**src/rtl/hazard_pkg.sv**
```systemverilog
// Shared definitions for the pipeline hazard controller: FSM encoding,
// forwarding select codes and the hard-wired zero register.
package hazard_pkg;

  typedef enum logic {
    RUN      = 1'b0,
    MEM_WAIT = 1'b1
  } hz_state_t;

  localparam logic [1:0] FWD_REG   = 2'b00;
  localparam logic [1:0] FWD_EXMEM = 2'b10;
  localparam logic [1:0] FWD_MEMWB = 2'b01;

  localparam logic [4:0] REG_ZERO = 5'd0;

endpackage

```
**src/rtl/forwarding_unit.sv**
```systemverilog
// Operand forwarding select for one ALU source; the younger EX/MEM result
// wins over MEM/WB, and writes to the zero register are never forwarded.
module forwarding_unit
  import hazard_pkg::*;
(
  input  logic [4:0] src_reg,
  input  logic       mem_reg_write,
  input  logic [4:0] mem_write_reg,
  input  logic       wb_reg_write,
  input  logic [4:0] wb_write_reg,
  output logic [1:0] sel
);

  always_comb begin
    sel = FWD_REG;
    if (mem_reg_write && mem_write_reg != REG_ZERO && mem_write_reg == src_reg)
      sel = FWD_EXMEM;
    else if (wb_reg_write && wb_write_reg != REG_ZERO && wb_write_reg == src_reg)
      sel = FWD_MEMWB;
  end

endmodule

```
**src/rtl/pipeline_hazard_controller.sv**
```systemverilog
// Central hazard controller for the 5-stage MIPS core: freeze/flush/stall
// decisions, forwarding selects, multi-cycle memory sequencing and counters.
module pipeline_hazard_controller
  import hazard_pkg::*;
#(
  parameter int CNT_W       = 16,
  parameter int MEM_TIMEOUT = 15
) (
  input  logic             clk,
  input  logic             reset,
  input  logic [4:0]       id_rs,
  input  logic [4:0]       id_rt,
  input  logic             id_uses_rt,
  input  logic             id_jump,
  input  logic             ex_mem_read,
  input  logic [4:0]       ex_rs,
  input  logic [4:0]       ex_rt,
  input  logic             ex_jr,
  input  logic             mem_reg_write,
  input  logic [4:0]       mem_write_reg,
  input  logic             mem_access,
  input  logic             mem_ready,
  input  logic             branch_taken,
  input  logic             wb_reg_write,
  input  logic [4:0]       wb_write_reg,
  output logic             pc_enable,
  output logic             if_id_enable,
  output logic             if_id_flush,
  output logic             id_ex_enable,
  output logic             id_ex_flush,
  output logic             ex_mem_enable,
  output logic             ex_mem_flush,
  output logic             mem_wb_enable,
  output logic [1:0]       fwd_a_sel,
  output logic [1:0]       fwd_b_sel,
  output logic [CNT_W-1:0] stall_cycles,
  output logic [CNT_W-1:0] flush_events,
  output logic             mem_timeout_err,
  output logic             hazard_state
);

  hz_state_t  state;
  logic [7:0] wait_cnt;
  logic       freeze;
  logic       load_use;
  logic [1:0] fwd_a_raw;
  logic [1:0] fwd_b_raw;

  forwarding_unit u_fwd_a (
    .src_reg       (ex_rs),
    .mem_reg_write (mem_reg_write),
    .mem_write_reg (mem_write_reg),
    .wb_reg_write  (wb_reg_write),
    .wb_write_reg  (wb_write_reg),
    .sel           (fwd_a_raw)
  );

  forwarding_unit u_fwd_b (
    .src_reg       (ex_rt),
    .mem_reg_write (mem_reg_write),
    .mem_write_reg (mem_write_reg),
    .wb_reg_write  (wb_reg_write),
    .wb_write_reg  (wb_write_reg),
    .sel           (fwd_b_raw)
  );

  // In MEM_WAIT the freeze holds until the memory answers; a forced release
  // still freezes its own cycle because the access never completed.
  assign freeze   = (state == MEM_WAIT) ? !mem_ready : (mem_access && !mem_ready);
  assign load_use = ex_mem_read && ex_rt != REG_ZERO &&
                    (ex_rt == id_rs || (id_uses_rt && ex_rt == id_rt));
  assign hazard_state = state;

  always_comb begin
    pc_enable     = 1'b1;
    if_id_enable  = 1'b1;
    if_id_flush   = 1'b0;
    id_ex_enable  = 1'b1;
    id_ex_flush   = 1'b0;
    ex_mem_enable = 1'b1;
    ex_mem_flush  = 1'b0;
    mem_wb_enable = 1'b1;
    fwd_a_sel     = FWD_REG;
    fwd_b_sel     = FWD_REG;
    if (!reset) begin
      fwd_a_sel = fwd_a_raw;
      fwd_b_sel = fwd_b_raw;
      if (freeze) begin
        pc_enable     = 1'b0;
        if_id_enable  = 1'b0;
        id_ex_enable  = 1'b0;
        ex_mem_enable = 1'b0;
        mem_wb_enable = 1'b0;
      end else if (state == RUN) begin
        // Flushes outrank the load-use stall: the stalled instruction dies anyway.
        if (branch_taken) begin
          if_id_flush  = 1'b1;
          id_ex_flush  = 1'b1;
          ex_mem_flush = 1'b1;
        end else if (ex_jr) begin
          if_id_flush = 1'b1;
          id_ex_flush = 1'b1;
        end else if (id_jump) begin
          if_id_flush = 1'b1;
        end else if (load_use) begin
          pc_enable    = 1'b0;
          if_id_enable = 1'b0;
          id_ex_flush  = 1'b1;
        end
      end
    end
  end

  always_ff @(posedge clk) begin
    if (reset) begin
      state           <= RUN;
      wait_cnt        <= 8'd0;
      stall_cycles    <= '0;
      flush_events    <= '0;
      mem_timeout_err <= 1'b0;
    end else begin
      case (state)
        RUN: begin
          if (mem_access && !mem_ready) begin
            state    <= MEM_WAIT;
            wait_cnt <= 8'd1;
          end
        end
        MEM_WAIT: begin
          wait_cnt <= wait_cnt + 8'd1;
          if (mem_ready) begin
            state <= RUN;
          end else if (wait_cnt == 8'(MEM_TIMEOUT)) begin
            mem_timeout_err <= 1'b1;
            state           <= RUN;
          end
        end
      endcase
      if (!pc_enable && stall_cycles != '1)
        stall_cycles <= stall_cycles + CNT_W'(1);
      if ((if_id_flush || id_ex_flush || ex_mem_flush) && flush_events != '1)
        flush_events <= flush_events + CNT_W'(1);
    end
  end

endmodule
```
**config.mk**
```make
export PLATFORM = sky130hd
export DESIGN_NAME = pipeline_hazard_controller
export DESIGN_NICKNAME = d
export VERILOG_FILES = /design/src/rtl/hazard_pkg.sv /design/src/rtl/forwarding_unit.sv /design/src/rtl/pipeline_hazard_controller.sv
export SDC_FILE = /design/constraint.sdc
export NUM_CORES = 1
export LEC_CHECK = 0
export CORE_MARGIN = 3
export CORE_UTILIZATION = 50
export DETAILED_ROUTE_END_ITERATION = 16
export GPL_ROUTABILITY_DRIVEN = 0
export PLACE_DENSITY = 0.86
export SETUP_SLACK_MARGIN = 0.05
export SLEW_MARGIN = 20
export SYNTH_ARGS = -nofsm -noshare
export SYNTH_HDL_FRONTEND = slang
export SYNTH_SLANG_ARGS = --single-unit
export TNS_END_PERCENT = 50
```
**constraint.sdc**
```tcl
create_clock -name clk -period 5.2 [get_ports clk]
set_clock_uncertainty 0.2 [all_clocks]
set_input_delay 0.52 -clock clk [delete_from_list [all_inputs] [get_ports clk]]
set_output_delay 0.52 -clock clk [all_outputs]
set_load 0.02 [all_outputs]
```
==> results list, run 1 <==
* Worst Setup Path Type: in2out
- The count of nets left with antenna violations once routing finished came out at 0.
- Max-slew violation total from the final report: 0
* Number of nets in the finished design: 434
- Number of search-and-repair iterations in the first detailed-routing pass: 4
* GRT Util Overall: 0.2289
- Top-area cell type share of the netlist area: 0.3221
- Proportion of layout cells with a drive suffix above 1: 0.05627
- Clk sink count: 42
- Worst reg2reg endpoint: stall_cycles[1]
- Of the total power, the share spent switching nets is 0.2652.
* Count of cells resized by post-cts repair: 0
* Inserted Clock Buffers: 5
* Tightest Hold Check Type: reg2reg
- Number of antenna repair diodes: 0
- The detailed router finished its first iteration with 182 violations.
- Subtracting the final worst setup slack from the clock period gives 3.684 ns.
- The number of nets in the synthesized netlist is 358.
- The flow ran to the end, and the final reports show no timing, DRC or antenna violations.
- Design internal power: 0.4929 mW
- DRC: 0
- Total wirelength of the detailed-routed design: 6903 microns
* Gate power share: 0.179
- Full die area: 6123 sq um
- Combined area of the multi-input logic cells: 1630 sq um
- In this run the worst setup path terminates at fwd_b_sel[0].
- Across the run, the number of max-cap violations was 0.
* Wire length of the first global-routing pass: 11460 microns
- Total overflow reported by the global router: 0
* Width of the chip: 78.25 microns
* # H-tree levels: 2
- Vias in the first global route: 2523
* Maximum operating frequency: 271.4 MHz
- In this run the power density over the cells is 188.4 nW/um^2.
- At the end of the flow the core is filled with cells to 0.7295.
* Number of endpoints with negative hold slack in the final report: 0
- Cell count of the worst reg-to-reg path: 7
- For this design the static power due to leakage is 1.124 nW.
- CTS tree: done
- For this run, the number of Yosys warnings is 0.
* Sum of negative setup slack: 0 ns
- For the pin with the worst max-slew slack, the measured transition is 1.075 ns.
- In this run, post-CTS hold repair placed 0 buffers.
- Syn Inst Count: 314
* Total number of placement rows: 25
- R2r startpoint: stall_cycles[0]
- Layout area overhead: 36.39%
* Setup slack of the worst register-to-register path: 2.49 ns
* Floorplan core area: 4880 sq um
- After synthesis, the mean cell area works out to 8.312 sq um.
* Max rail drop VDD: 0.1082 mV
- Of the total power, registers draw 0.491.
- Clock latency on the worst-skew pair: 0.30 ns
- Post-CTS Setup Bufs: 0
* Library cell occupying the most area in the post-synthesis netlist: sky130_fd_sc_hd__dfxtp_1
* Number of enable flip-flop cells after synthesis: 0
* Final worst path period share: 0.7086
* Antenna violations before repair: 0
- At the worst endpoint, the required time is 4.48 ns.
- Across the whole layout, storage elements account for 840.8 sq um.
* Routed vias: 2712
- Number of distinct library cells after synthesis: 54
- STA classifies the critical path endpoint as a primary output.
- Using the TritonRoute via totals, the vias-per-cell ratio works out to 5.921.
- Largest net degree at the start of global routing: 39
* Number of top-level design ports: 87
* Critical Path Start Type: input port
* Net Sw Power: 0.1779 mW
- Relative max-transition margin: 0.2808
- Clk pin slew, worst setup/hold paths: 0.08 ns
* Worst-case clock buffer depth: 2
* Synth Register Bits: 42
- Master cell of the clock root buffer: sky130_fd_sc_hd__clkbuf_8
* Data arrival time of the worst path: 2.96 ns
- Start point of the critical path: mem_write_reg[0]
- Detail-routed net length per standard cell: 15.07 microns
- For this run, the register share of the synthesized area comes to 0.3221.
* Clock Power Share: 0.329
* Synthesized area: 2610 sq um
* Post-synth top flop: sky130_fd_sc_hd__dfxtp_1
- By area the synthesized netlist is led by sky130_fd_sc_hd__dfxtp_1, sky130_fd_sc_hd__xnor2_1, sky130_fd_sc_hd__a21oi_1.
- Crit Path Max Fanout: 4
- Setup repair after global routing left no endpoint under its margin.
- Effective utilization at floorplan: 0.5349
* Fraction of synthesis flops using an asynchronous set or reset pin: 0
- Input and output buffers added on the ports amount to 86.
* Tot Pwr: 0.6707 mW
* Hpwl dp: 5275 microns
- Filler Cell Count: 395
- Measured along the y axis, the die boundary spans 78.25 microns.
* Endpoints failing setup: 0
[stage by stage]
stage	worst slack, ns	hold slack (ns)	cell area (sq um)	instances
3_3_place_gp	1.586	0.2548	3460	450
5_1_grt	1.325	0.3273	3560	458
2_1_floorplan	2.315	0.2683	2610	314
3_5_place_dp	1.503	0.2718	3460	450
4_1_cts	1.517	0.2900	3555	458
6_report	1.516	0.2917	3560	458
[final cells by class]
type	instances	area share
Inverter	9	0.009490
Sequential cell	42	0.2362
Clock buffer	6	0.02320
Multi-Input combinational cell	244	0.4580
Clock inverter	2	0.003515
Timing Repair Buffer	88	0.2460
Tap cell	67	0.02355
[kinds of logic after synthesis]
group	after synthesis	synth area share
and+or+nand+nor	128	0.2747
xor gates and xnor gates	32	0.1074
muxes	3	0.01246
DFF	42	0.3221
AOI/OAI and AO/OA	78	0.2138
buffers and inverters	28	0.05513
adders and majority gates	3	0.01438
[layer usage]
| metal | GRT usage | share of wire | vias up |
|---|---|---|---|
| met1 | 0.2809 | 0.44 | 1263 |
| met5 | 0 | 0 | - |
| met2 | 0.3878 | 0.47 | 108 |
| met4 | 0.08042 | 0.016 | 0 |
| li1 | - | - | 1330 |
| met3 | 0.05849 | 0.079 | 11 |
[flip-flops by register name (all words and copies together) (netlist names)]
signal           cells
flush_events        16
stall_cycles        16
wait_cnt             8
hazard_state         1
mem_timeout_err      1
[synthesized netlist by cell type (2+ instances only)]
cell                       count
sky130_fd_sc_hd__a211oi_1      4
sky130_fd_sc_hd__a21oi_1      20
sky130_fd_sc_hd__a21oi_2       4
sky130_fd_sc_hd__a31oi_1       3
sky130_fd_sc_hd__and2_1        3
sky130_fd_sc_hd__and3_1        6
sky130_fd_sc_hd__and4_1        2
sky130_fd_sc_hd__buf_2         3
sky130_fd_sc_hd__buf_4         3
sky130_fd_sc_hd__clkbuf_1     11
sky130_fd_sc_hd__dfxtp_1      42
sky130_fd_sc_hd__ha_1          3
sky130_fd_sc_hd__inv_1         9
sky130_fd_sc_hd__nand2_1      21
sky130_fd_sc_hd__nand3_1      19
sky130_fd_sc_hd__nand3b_1      2
sky130_fd_sc_hd__nand4_1       8
sky130_fd_sc_hd__nor2_1       18
sky130_fd_sc_hd__nor2b_1       5
sky130_fd_sc_hd__nor3_1        6
sky130_fd_sc_hd__nor4_1        5
sky130_fd_sc_hd__nor4b_1       2
sky130_fd_sc_hd__o21a_1        2
sky130_fd_sc_hd__o21ai_0       7
sky130_fd_sc_hd__o21ai_1       8
sky130_fd_sc_hd__o311ai_0      3
sky130_fd_sc_hd__o311ai_1      5
sky130_fd_sc_hd__o31ai_1       6
sky130_fd_sc_hd__o41ai_1       6
sky130_fd_sc_hd__or3_1        12
sky130_fd_sc_hd__or3b_1        2
sky130_fd_sc_hd__or4_1        12
sky130_fd_sc_hd__xnor2_1      21
sky130_fd_sc_hd__xor2_1       11
[power groups by stage]
stage	Sequential (mW)	Clock (mW)	Combinational, mW
5_1_grt	0.330	0.240	0.130
3_5_place_dp	0.337	0	0.120
6_report	0.330	0.221	0.120
3_3_place_gp	0.337	0	0.118
2_1_floorplan	0.338	0	0.0638
4_1_cts	0.330	0.225	0.121
[critical path: stages]
cell and delay, ns:
sky130_fd_sc_hd__clkdlybuf4s50_1 0.48, sky130_fd_sc_hd__or4_1 0.56, sky130_fd_sc_hd__o21ai_0 0.35, sky130_fd_sc_hd__nor3_1 0.12
sky130_fd_sc_hd__nor4_1 0.28, sky130_fd_sc_hd__clkdlybuf4s50_1 0.66
[placed cells by master (no fill, tap or decap), drive strengths merged, types with 2 or more instances in the layout]
cell type / Yosys / final
nor4b: 2 / 2
nand2: 21 / 21
xnor2: 21 / 21
ha: 3 / 3
and2: 3 / 3
o311ai: 8 / 8
and3: 6 / 6
o21ai: 15 / 15
or3b: 2 / 2
a31oi: 4 / 4
mux2: 2 / 2
a211oi: 4 / 4
dfxtp: 42 / 42
xor2: 11 / 11
nor3: 6 / 6
a21oi: 24 / 24
clkdlybuf4s50: 0 / 86
inv: 9 / 9
o41ai: 6 / 6
clkbuf: 11 / 6
nor4: 5 / 5
and4: 2 / 2
nand3b: 2 / 2
nor2: 18 / 18
nand4: 8 / 8
nand3: 20 / 20
buf: 8 / 2
o21a: 2 / 2
nor2b: 5 / 5
or4: 13 / 13
or3: 12 / 12
o31ai: 6 / 6
[worst min-delay path by stage]
stage	startpoint	endpoint	slack, ns	depth (start not counted)
finish	mem_timeout_err	mem_timeout_err	0.29	2
global route	mem_timeout_err	mem_timeout_err	0.33	2
CTS	mem_timeout_err	mem_timeout_err	0.29	2
detailed placement	mem_timeout_err	mem_timeout_err	0.27	2
global placement	mem_timeout_err	mem_timeout_err	0.25	2
floorplan	wait_cnt[1]	wait_cnt[1]	0.27	1
(Power assumes the default switching activity.)
==> run 2: changes to the inputs <==
Settings changed: CORE_UTILIZATION 50 to 46, PLACE_DENSITY 0.86 to 0.8.
Clock period 5.2 ns to 3.8 ns, I/O delays scaled along.
==> run 2 against run 1 <==
Via count fell by 0.92%; first-iteration DRC count is 52% lower; sequential share of layout area is 0.51 points lower; power is 55% higher; die area grew 8.0%; cell count is 1.7% higher; sequential cell count did not move; setup slack worse by 1.1 ns; clock-buffer cell count is 1 lower; critical path depth did not move; utilization decreased by 4.3 points; hold slack got worse by 0.015 ns.
==> results list, run 2 (same netlist as run 1, synthesis figures left out) <==
- Vias in the first global route: 2456
* Unrepaired setup endpoints after global routing: no
- Full die area: 6614 sq um
- CTS tree: done
- After layout, the worst setup slack is 0.3685 ns.
* Number of endpoints with negative hold slack in the final report: 0
* Number of antenna repair diodes: 0
- Relative max-transition margin: 0.6240
- Number of top-level design ports: 87
* Capturing instance or port of the critical path: fwd_b_sel[0]
* Detail-routed net length per standard cell: 14.28 microns
- From left edge to right edge, the die measures 81.33 microns.
- Hold-fix buffers at CTS: 0
* Maximum operating frequency: 291.4 MHz
* Per-cell via count in the routed design: 5.766
* Clk sink count: 42
- Across the VDD grid, the largest voltage drop is 0.1885 mV.
* Data arrival time of the worst path: 2.85 ns
* Cell leakage power: 1.170 nW
- Setup slack of the worst register-to-register path: 1.12 ns
- Hpwl dp: 5195 microns
- CP max-delay cell: sky130_fd_sc_hd__clkdlybuf4s50_1
- Tot Pwr: 1.039 mW
- Kind of cell adding the most delay to the critical path: buffers and inverters
- Master cell of the clock root buffer: sky130_fd_sc_hd__clkbuf_8
* Height of the die: 81.33 microns
- Summing over every cut layer, the via total after detailed routing is 2687.
- Dividing the final minimum period by the clock period gives 0.9030.
- After routing the design area is 3638 sq um.
- Time the worst path needs with I/O delays and setup: 3.432 ns
- Layout area overhead: 39.41%
- Once the clock tree was built, the resizer swapped 0 gates to a different size.
* # H-tree levels: 2
- Once placement finished, the instance area stood at 3501 sq um.
* Cell count of the worst reg-to-reg path: 7
- The most critical setup path has its startpoint at mem_write_reg[0].
* Number of nets in the finished design: 439
- Slew at the pin with the worst max-slew slack: 0.5620 ns
- In the final layout, the share of cells above drive strength 1 is 0.06566.
- Critical Path Start Type: input port
* Max Cap Violations: 0
- Number of buffer and inverter stages on the critical path: 2
- Antenna violations before repair: 0
* Tightest Hold Check Type: reg2reg
- Total wirelength of the detailed-routed design: 6656 microns
* Run status: complete, no violations
- Combined area of the multi-input logic cells: 1625 sq um
- Inserted Clock Buffers: 5
- After detailed routing, the number of remaining DRC violations is 0.
- Crit Path Max Fanout: 4
* Total overflow reported by the global router: 0
- Worst path max stage delay: 0.66 ns
- Including well taps, the total number of placed cells is 458.
- The later pin in the worst-skew pair is clocked with a latency of 0.29 ns.
- In this run the post-CTS setup repair buffer count came out at 0.
* Most frequent cell on the critical path: sky130_fd_sc_hd__clkdlybuf4s50_1
- Floorplan core area: 5303 sq um
* Type of destination of the critical path: primary output
* Register area: 840.8 sq um
- Count of buffers inserted at the top-level ports: 86
* Commonest non-fill, non-tap cell in the layout: sky130_fd_sc_hd__clkdlybuf4s50_1
- In this run the critical register-to-register path is captured at stall_cycles[1].
- Effective utilization at floorplan: 0.4922
- Pre-CTS setup slack: 0.4165 ns
- Walking the worst path, the cells encountered are clkdlybuf4s50_1, or4_1, o21ai_0, nor3_1, nor4_1, clkdlybuf4s50_1.
* Power per Cell Area: 285.7 nW/um^2
- Counting along the longest clock path gives a buffer depth of 2.
* Post-detailed-route count of antenna-violating nets: 0
- The worst setup path is of the in2out kind.
* GRT Util Overall: 0.2058
- Commonest non-fill, non-tap cells in the layout: sky130_fd_sc_hd__clkdlybuf4s50_1, sky130_fd_sc_hd__dfxtp_1, sky130_fd_sc_hd__xnor2_1, sky130_fd_sc_hd__nand2_1, sky130_fd_sc_hd__a21oi_1
- Number of search-and-repair iterations in the first detailed-routing pass: 4
- Largest net degree at the start of global routing: 27
- After clock tree synthesis, the clock-pin slew on the worst setup and hold paths is 0.08 ns.
- Regs by FF count: flush_events (16), stall_cycles (16), wait_cnt (8)
* Endpoints failing setup: 0
- Filler Cell Count: 423
- Max-slew violation total from the final report: 0
- Once layout is complete, the utilization of the core stands at 0.6862.
- Drt first-iter violations: 87
- Sum of negative setup slack: 0 ns
- Required time of the critical path: 3.22 ns
- The initialized floorplan defines 26 standard-cell rows.
- Final hold analysis gives a worst-case slack of 0.2765 ns.
- Wire length of the first global-routing pass: 10830 microns
- R2r startpoint: stall_cycles[0]
- Counting buffers and inverters, the worst setup path is 6 cells deep.
* Non-filler instance count after layout: 466
## run 2: cell count changes in the layout (fill, tap and decap cells not counted)
cell / change
sky130_fd_sc_hd__buf_4: +5
sky130_fd_sc_hd__bufinv_16: +2
sky130_fd_sc_hd__clkbuf_8: -1
sky130_fd_sc_hd__clkinv_2: -1
sky130_fd_sc_hd__clkinv_4: +1
sky130_fd_sc_hd__clkinvlp_4: -1
sky130_fd_sc_hd__nor3_1: +1
sky130_fd_sc_hd__nor3_2: -1
## run 2: layout make-up
class | count | area share
Tap cell | 70 | 0.02407
Multi-Input combinational cell | 244 | 0.4467
Sequential cell | 42 | 0.2311
Clock buffer | 5 | 0.01891
Inverter | 9 | 0.009285
Clock inverter | 3 | 0.01891
Timing Repair Buffer | 93 | 0.2510
## run 2: power by group
part	switching, mW	internal (mW)
clock	0.158	0.263
sequential	0.00665	0.444
combinational	0.0802	0.0876
## run 2: how the worst min path moves through the flow
stage / start / to / slack (ns) / cells after the start
floorplan: wait_cnt[1] / wait_cnt[1] / 0.27 / 1
global placement: mem_timeout_err / mem_timeout_err / 0.25 / 2
detailed placement: mem_timeout_err / mem_timeout_err / 0.27 / 2
CTS: mem_timeout_err / mem_timeout_err / 0.29 / 2
global route: mem_timeout_err / mem_timeout_err / 0.32 / 2
finish: mem_timeout_err / mem_timeout_err / 0.28 / 2
## run 2: worst register-to-register path, delay by kind of cell, from the launching register on
family	cells	cell delay, ns
flip-flops	1	0.41
multiplexers	1	0.25
adder cells (fa/ha/maj)	1	0.24
AND/OR/NAND/NOR	3	0.73
AO/OA/AOI/OAI	2	0.74
## run 2: layer usage
metal / vias to the layer above / track usage / routed length [microns]
li1: 1344 / - / -
met1: 1227 / 0.2529 / 2883
met2: 110 / 0.3371 / 3104
met3: 6 / 0.06541 / 578
met4: 0 / 0.07095 / 90
met5: - / 0 / 0
==> run 3: changes to the inputs <==
==> constraint.sdc (replaced) <==
create_clock -name clk -period 3.8 [get_ports clk]
set_clock_uncertainty 0.2 [all_clocks]
set_input_delay 0.57 -clock clk [delete_from_list [all_inputs] [get_ports clk]]
set_output_delay 0.57 -clock clk [all_outputs]
set_load 0.02 [all_outputs]
==> run 3 against run 2 <==
Die area stayed put; critical path depth fell by 1; cell count increased by 0.86%; clock-buffer cell count rose by 1; sequential power is essentially flat; first-iteration DRC count rose by 43%; cell area decreased by 0.21%; combinational power about the same; critical path type unchanged; highest routed layer unchanged.
==> results list, run 3 (same netlist as run 1, synthesis figures left out) <==
- Run status: complete, no violations
* Worst path max stage delay: 0.67 ns
* Count of buffers inserted at the top-level ports: 86
* Width of the chip: 81.33 microns
* Effective utilization at floorplan: 0.4922
- Total instance count after detailed placement: 462
- Met2 wirelength from detailed routing: 3297 microns
* Layout area overhead: 39.12%
* Full die area: 6614 sq um
* Tot Pwr: 0.9219 mW
- Gate power share: 0.186
- Area of all placed cells without fillers: 3631 sq um
- The final number of hold-violating endpoints is 0.
- Worst Hold Depth: 2
- Post-CTS Setup Bufs: 0
* Number of top-level design ports: 87
- Of the total power, the share spent switching nets is 0.2619.
- Type of destination of the critical path: primary output
- The finished layout holds 470 standard cells, fillers aside.
- Dividing the detail-routed via count by the number of cells gives 5.819.
- The path class of the tightest hold or removal check is reg2reg.
* Power per Cell Area: 253.9 nW/um^2
* Time the worst path needs with I/O delays and setup: 3.573 ns
- Max Cap Violations: 0
- Endpoints failing setup: 0
- Number of search-and-repair iterations in the first detailed-routing pass: 4
- For this block, the initial DRC count from the detailed router was 124.
* Max-slew violation total from the final report: 0
* Startpoint of the most critical hold path: mem_timeout_err
* Total wirelength of the detailed-routed design: 6841 microns
* Cell leakage power: 1.206 nW
* Total number of placement rows: 26
* Net Sw Power: 0.2415 mW
- The critical path goes through clkdlybuf4s50_1, or4_1, o21a_1, a31oi_1, clkdlybuf4s50_1.
- The first global-routing pass estimated 11590 microns of wire.
- TritonCTS created 5 clock buffers.
- In the final layout, the registers with the most flip-flops are flush_events (16), stall_cycles (16), wait_cnt (8).
- Slew at the pin with the worst max-slew slack: 0.5690 ns
- Number of buffer and inverter stages on the critical path: 2
- Combined area of the multi-input logic cells: 1625 sq um
* # H-tree levels: 2
- Cell count of the worst reg-to-reg path: 7
* Pre-CTS setup slack: -0.03381 ns
- Routed vias: 2735
- Largest net degree at the start of global routing: 27
- Sequential share of power: 0.489
- Design internal power: 0.6804 mW
- The share of total power dissipated in the clock network is 0.325.
* Final worst path period share: 0.9402
- For this block, wires on met1 add up to 2822 microns.
- Final hold analysis gives a worst-case slack of 0.2903 ns.
- Critical Path Start Type: input port
- The number of antenna violations at the first check in global routing was 0.
* Clock latency on the worst-skew pair: 0.29 ns
- Cell area reported after detailed placement: 3531 sq um
* Clk sink count: 42
- After routing, the total negative slack on setup checks comes to 0 ns.
- The path with the worst hold slack has its endpoint at mem_timeout_err.
- Relative max-transition margin: 0.6193
- Highest routed layer: met4
- The slowest stage of the critical path belongs to the cell sky130_fd_sc_hd__clkdlybuf4s50_1.
- At the end of the flow, the number of nets in the layout was 443.
- Required time of the critical path: 3.03 ns
- GRT Util Overall: 0.2193
* Hpwl dp: 5319 microns
* Vias in the first global route: 2643
- Worst reg2reg endpoint: stall_cycles[1]
* Maximum operating frequency: 279.9 MHz
* Detail-routed net length per standard cell: 14.56 microns
- Commonest non-fill, non-tap cells in the layout: sky130_fd_sc_hd__clkdlybuf4s50_1, sky130_fd_sc_hd__dfxtp_1, sky130_fd_sc_hd__xnor2_1, sky130_fd_sc_hd__nand2_1, sky130_fd_sc_hd__a21oi_1
- Crit Path Max Fanout: 6
* Utilization after layout: 0.6848
- Setup repair after global routing left no endpoint under its margin.
* DRC: 0
* Worst Setup Path Type: in2out
* CTS tree: done
* R2r startpoint: stall_cycles[0]
* Kind of cell adding the most delay to the critical path: buffers and inverters
* Data arrival time of the worst path: 2.80 ns
* Max rail drop VDD: 0.1631 mV
* Commonest non-fill, non-tap cell in the layout: sky130_fd_sc_hd__clkdlybuf4s50_1
- Filler Cell Count: 432
- Worst-case clock buffer depth: 2
* Total overflow reported by the global router: 0
- Register area: 840.8 sq um
- Clock-pin slew was measured on the worst setup and hold paths at 0.08 ns.
- Floorplan core area: 5303 sq um
- The repair_antennas step left the layout with diodes totalling 0.
- CTS placed an instance of sky130_fd_sc_hd__clkbuf_8 at the clock tree root.
- From bottom edge to top edge, the die measures 81.33 microns.
- Most frequent cell on the critical path: sky130_fd_sc_hd__clkdlybuf4s50_1
- Setup slack of the worst register-to-register path: 1.10 ns
- The routed design uses 613 microns of met3 wire.
- Worst Slack Setup Final: 0.2271 ns
- Post-detailed-route count of antenna-violating nets: 0
- Proportion of layout cells with a drive suffix above 1: 0.07500
==> run 3: cell count changes in the layout (fill, tap and decap cells not counted), moves of 2 or more <==
cell	change
sky130_fd_sc_hd__bufinv_16	-2
sky130_fd_sc_hd__clkdlybuf4s50_1	-2
sky130_fd_sc_hd__dlymetal6s2s_1	+2
sky130_fd_sc_hd__buf_4	+4
==> run 3: worst min-delay path: stages (launching register included) <==
cell,delay [ns]
sky130_fd_sc_hd__dfxtp_1,0.34
sky130_fd_sc_hd__a31oi_1,0.04
sky130_fd_sc_hd__nor2_1,0.08
==> run 3: area by class of cell <==
type,count,share of cell area
multi-input cells,244,0.4476
clock inverters,2,0.003446
inverters,9,0.009304
well taps,70,0.02412
repair buffers,97,0.2612
flip-flops and latches,42,0.2316
clock buffers,6,0.02274
==> run 3: power groups by stage <==
| stage | sequential (mW) | clock, mW | combinational (mW) |
|---|---|---|---|
| CTS | 0.451 | 0.311 | 0.172 |
| global route | 0.452 | 0.326 | 0.185 |
| finish | 0.451 | 0.300 | 0.171 |
| detailed placement | 0.461 | 0 | 0.171 |
| global placement | 0.461 | 0 | 0.169 |
| floorplan | 0.463 | 0 | 0.0874 |
==> run 3: repair_timing <==
action                                  4_1_cts  5_1_grt
endpoints found under the setup margin        2        2
hold buffers                                  0        0
resized for setup                             1        2
pin swaps                                     0        0
endpoints found under the hold margin         0        0
==> run 3: routing by layer <==
metal	global-route usage	vias to the layer above
met5	0	-
li1	-	1349
met2	0.3648	115
met3	0.06430	9
met1	0.2611	1262
met4	0.09291	0
==> run 3: worst max-delay path by stage <==
stage,from,end,slack [ns],depth (start not counted)
global route,ex_rt[4],pc_enable,0.16,5
CTS,mem_write_reg[0],fwd_a_sel[0],0.05,6
global placement,mem_write_reg[0],fwd_b_sel[0],0.02,6
detailed placement,mem_write_reg[0],fwd_a_sel[0],-0.03,6
finish,ex_rt[4],pc_enable,0.23,5
floorplan,mem_access,pc_enable,0.82,4
